### config.mk
export PLATFORM = sky130hd
export DESIGN_NAME = if_queue
export DESIGN_NICKNAME = d
export VERILOG_FILES = /design/src/rtl/if_queue.sv
export SDC_FILE = /design/constraint.sdc
export NUM_CORES = 1
export LEC_CHECK = 0
export ABC_AREA = 1
export CORE_AREA = 3 3 208 210
export CTS_BUF_LIST = sky130_fd_sc_hd__clkbuf_4 sky130_fd_sc_hd__clkbuf_8
export CTS_CLUSTER_DIAMETER = 30
export CTS_CLUSTER_SIZE = 14
export DETAILED_ROUTE_END_ITERATION = 6
export DIE_AREA = 0 0 211 213
export HOLD_SLACK_MARGIN = 0.12
export SYNTH_ARGS = -nofsm -noshare
export SYNTH_HDL_FRONTEND = slang
export SYNTH_SLANG_ARGS = --single-unit
### constraint.sdc
create_clock -name clk -period 6.24 [get_ports clk]
set_input_delay 1.248 -clock clk [delete_from_list [all_inputs] [get_ports clk]]
set_output_delay 1.248 -clock clk [all_outputs]
set_load 0.005 [all_outputs]
### src/rtl/if_queue.sv
// Instruction fetch queue: issues sequential ROM fetches, pairs returned words with
// their PCs, and buffers them for decode. Redirects flush the queue and drop stale responses.
module if_queue #(
  parameter int unsigned     XLEN     = 32,
  parameter int unsigned     DEPTH    = 4,
  parameter logic [XLEN-1:0] RESET_PC = '0
) (
  input  logic            clk,
  input  logic            rst,
  output logic [XLEN-1:0] rom_addr,
  output logic            rom_ce,
  input  logic            rom_vld,
  input  logic [31:0]     rom_data,
  input  logic            jmp,
  input  logic [XLEN-1:0] jmp_addr,
  input  logic            stall,
  output logic            id_vld,
  output logic [XLEN-1:0] id_pc,
  output logic [31:0]     id_is
);

  localparam int unsigned PW = $clog2(DEPTH);
  localparam int unsigned CW = $clog2(DEPTH + 1);
  localparam logic [CW:0] DEPTH_W = (CW + 1)'(DEPTH);

  logic [XLEN-1:0] r_pc;
  logic [XLEN-1:0] r_q_pc [DEPTH];
  logic [31:0]     r_q_is [DEPTH];
  logic [XLEN-1:0] r_tag  [DEPTH];
  logic [PW-1:0]   r_head;
  logic [PW-1:0]   r_tail;
  logic [PW-1:0]   r_tag_wr;
  logic [PW-1:0]   r_tag_rd;
  logic [CW-1:0]   r_occ;
  logic [CW-1:0]   r_inflt;
  logic [CW-1:0]   r_drop;

  logic [CW:0]     w_sum;
  logic            w_issue;
  logic            w_enq;
  logic            w_pop;

  // Occupancy plus in-flight bounds issue so every response always has a queue slot.
  assign w_sum   = {1'b0, r_occ} + {1'b0, r_inflt};
  assign w_issue = rst & ~jmp & (w_sum < DEPTH_W);
  assign w_enq   = rst & ~jmp & rom_vld & (r_drop == '0);
  assign w_pop   = ~jmp & ~stall & (r_occ != '0);

  assign rom_ce   = w_issue;
  assign rom_addr = r_pc;
  assign id_vld   = rst & (r_occ != '0);
  assign id_pc    = rst ? r_q_pc[r_head] : '0;
  assign id_is    = rst ? r_q_is[r_head] : '0;

  // Storage arrays carry no reset; validity is tracked by the counters and pointers.
  always_ff @(posedge clk) begin
    if (w_issue) begin
      r_tag[r_tag_wr] <= r_pc;
    end
    if (w_enq) begin
      r_q_pc[r_tail] <= r_tag[r_tag_rd];
      r_q_is[r_tail] <= rom_data;
    end
  end

  always_ff @(posedge clk) begin
    if (!rst) begin
      r_pc     <= RESET_PC;
      r_head   <= '0;
      r_tail   <= '0;
      r_tag_wr <= '0;
      r_tag_rd <= '0;
      r_occ    <= '0;
      r_inflt  <= '0;
      r_drop   <= '0;
    end else begin
      // Tag reads follow every response, dropped or not, to stay aligned with the ROM.
      if (rom_vld) begin
        r_tag_rd <= r_tag_rd + PW'(1);
      end
      if (w_issue) begin
        r_pc     <= r_pc + XLEN'(4);
        r_tag_wr <= r_tag_wr + PW'(1);
      end
      if (jmp) begin
        r_pc    <= jmp_addr;
        r_head  <= '0;
        r_tail  <= '0;
        r_occ   <= '0;
        r_drop  <= r_inflt - CW'(rom_vld);
        r_inflt <= r_inflt - CW'(rom_vld);
      end else begin
        r_inflt <= r_inflt + CW'(w_issue) - CW'(rom_vld);
        if (rom_vld && (r_drop != '0)) begin
          r_drop <= r_drop - CW'(1);
        end
        if (w_enq) begin
          r_tail <= r_tail + PW'(1);
        end
        if (w_pop) begin
          r_head <= r_head + PW'(1);
        end
        r_occ <= r_occ + CW'(w_enq) - CW'(w_pop);
      end
    end
  end

endmodule

==> out/qor.txt <==
Avg Cell Area, Syn: 11.22 µm²
Inserted Diodes: 0
worst relative slew slack: 27.12%
Starting Density: 42.68%
Highest Clock Rate: 204.2 MHz
Final min period: 4.897 ns
Die Span X: 211 µm
vias per cell: 5.073
status: complete, no violations
final net count: 1,878
DP Area: 20,040 µm²
post-synthesis sequential area ratio: 70.64%
Hold Vio Cnt, Final: 0
setup_tns: 0 ns
die area: 44,940 µm²
skew final: 0.02273 ns
PostCTS Resize Cnt: 0
clock power share: 47.8%
global route hottest layer: met2
final wirelength: 42,650 µm
DP HPWL: 25,050 µm
maximum root-to-sink buffer count: 3
Hold-fix buffers, CTS: 0
Worst-Margin Slew: 1.093 ns
initial drt markers: 982
Post-synth top flop: edfxtp_1
first-pass GRT wire length: 66,320 µm
Critical Path Sink Type: output port
Seq cells post-synth: 437
met2 Use GR: 30.59%
global routing met1 resource utilization: 25.87%
NetSw: 1.656 mW
Gate power share: 6.0%
drt pass-1 iters: 5
vias in the first global route: 12,033
Cell Area, Synth: 17,820 µm²
H-tree levels: 3
async set or reset register ratio after synthesis: 0%
Static Leak: 7.702 nW
critical path class: input port to output port
Final Cell Area: 22,180 µm²
Seq pwr share: 46.2%
Setup Buffers After CTS: 0
Int Pwr: 5.591 mW
DRC: 0
initial antenna violation count: 0
Power Density: 326.7 nW/µm²
Area Growth Syn to Fin: 24.43%
pin count of the biggest net entering global routing: 97
Worst Path Max Fanout: 48
worst hold path class: flop to flop
sw frac: 22.85%
die height: 213 µm
ratio of cells with drive above 1 in the final layout: 10.75%
most frequent cells in the layout: edfxtp_1, nor2_1, o21ai_0
most common cell after layout, fill and taps aside: edfxtp_1
Num CTS Buffers: 90
met3 Track Usage GR: 3.864%
Clock Pin Slew Worst Setup and Hold Paths: 0.05 ns
Final Cycle Share: 78.48%
gr ovfl total: 0
# rows: 75
fill count: 3,584
root buffer cell: clkbuf_8
CTS Sinks: 437
All-Layer GR Usage: 18.94%
Netlist cell types: 34
Layout Utilization: 53.11%
gpl congestion: 0.7822
maximum vdd ir drop: 0.1568 mV
EDFF count, synth: 384
max_cap viols: 0
IO Pins: 167
IO Port Bufs: 166
YS warnings: 0
drt wl/cell: 17.77 µm
CTS tree: yes
startpoint types: input port
worst-skew pair later-pin latency: 0.62 ns
# setup viols final: 0
Post-Syn Nets: 1,678
Final ANT Viol Nets: 0
Post-Syn Instances: 1,588
Crit path required time: 4.99 ns
Vias: 12,175
total core area: 41,760 µm²
worst endpoint data arrival time: 3.65 ns
RSZ-0062 raised after global routing: false
Max Slew Vio Count: 0
==> kinds of logic (layout without fill, tap and decap cells) <==
group	count (synthesis)	in the layout	synth area share, %
AO/OA/AOI/OAI	357	357	10.47
multiplexers	1	1	0.05616
AND/OR/NAND/NOR	600	600	13.21
adder cells (fa/ha/maj)	21	21	1.558
XOR/XNOR	9	9	0.4422
flip-flops	437	437	70.64
buffers and inverters	163	436	3.622
==> state kept, by name, indices dropped and copies added, names as in the netlist, named ones only <==
register and flops:
r_q_is 128, r_q_pc 128, r_tag 128, rom_addr 32, r_drop 3, r_inflt 3, r_occ 3, r_head 2
r_tag_rd 2, r_tag_wr 2, r_tail 2
==> synthesized netlist by cell type, types with 16 or more instances <==
| master | number | area [µm²] |
|---|---|---|
| clkbuf_1 | 46 | 172.7 |
| ha_1 | 19 | 237.7 |
| o22ai_1 | 34 | 212.7 |
| a21oi_1 | 98 | 490.5 |
| dfxtp_1 | 53 | 1061 |
| o21ai_0 | 205 | 1026 |
| inv_1 | 77 | 289.0 |
| edfxtp_1 | 384 | 11530 |
| nand2_1 | 169 | 634.4 |
| nor2_1 | 377 | 1415 |
| buf_1 | 16 | 60.06 |
| nand3_1 | 39 | 195.2 |
==> through the flow <==
step / std cells / setup WS [ns] / power [mW] / hold WS, ns
6_report: 2400 / 1.343 / 7.247 / 0.4464
2_1_floorplan: 1588 / 1.347 / 3.616 / 0.4115
3_3_place_gp: 2235 / 1.330 / 3.836 / 0.4352
4_1_cts: 2400 / 1.274 / 7.328 / 0.4445
5_1_grt: 2400 / 1.146 / 7.527 / 0.4727
3_5_place_dp: 2235 / 1.295 / 3.846 / 0.4426
==> routing by layer <==
layer  wire (µm)  share of wire, %  up-vias
met5           0                 0        -
met4         852               2.0        0
met3        2604               6.1       63
met2       19880                47      355
met1       19310                45     5806
li1            -                 -     5951
==> final cells by class <==
cell class                 instances  area (µm²)  share of cell area [%]
clock buffer                      98        1299                   5.856
multi-input combinational        988        4627                   20.86
tap                              539       674.4                   3.041
sequential                       437       12600                   56.80
inverter                          83       314.1                   1.416
timing repair buffer             188        1827                   8.236
clock inverter                    67       840.8                   3.791
==> path summary, 6_finish.rpt <==
path	from	endpoint	slack, ns	depth (start not counted)
max	rst	id_pc[3]	1.34	5
min	r_tag_rd[1]	flop	0.45	1
max reg2reg	r_drop[0]	r_occ[2]	3.69	12
min reg2reg	r_tag_rd[1]	flop	0.45	1
==> critical path: stages <==
cell,delay (ns)
clkdlybuf4s50_1,0.63
clkinv_2,0.49
buf_4,0.47
a21oi_1,0.23
clkdlybuf4s50_1,0.53
==> power by group through the flow <==
stage	Clock [mW]	Combinational (mW)	Sequential, mW
final	3.47	0.434	3.35
after detailed placement	0	0.439	3.41
after global placement	0	0.431	3.40
after floorplan	0	0.229	3.39
after CTS	3.54	0.442	3.35
after global routing	3.68	0.487	3.36
Note: power is estimated with default switching activity, not from simulation.
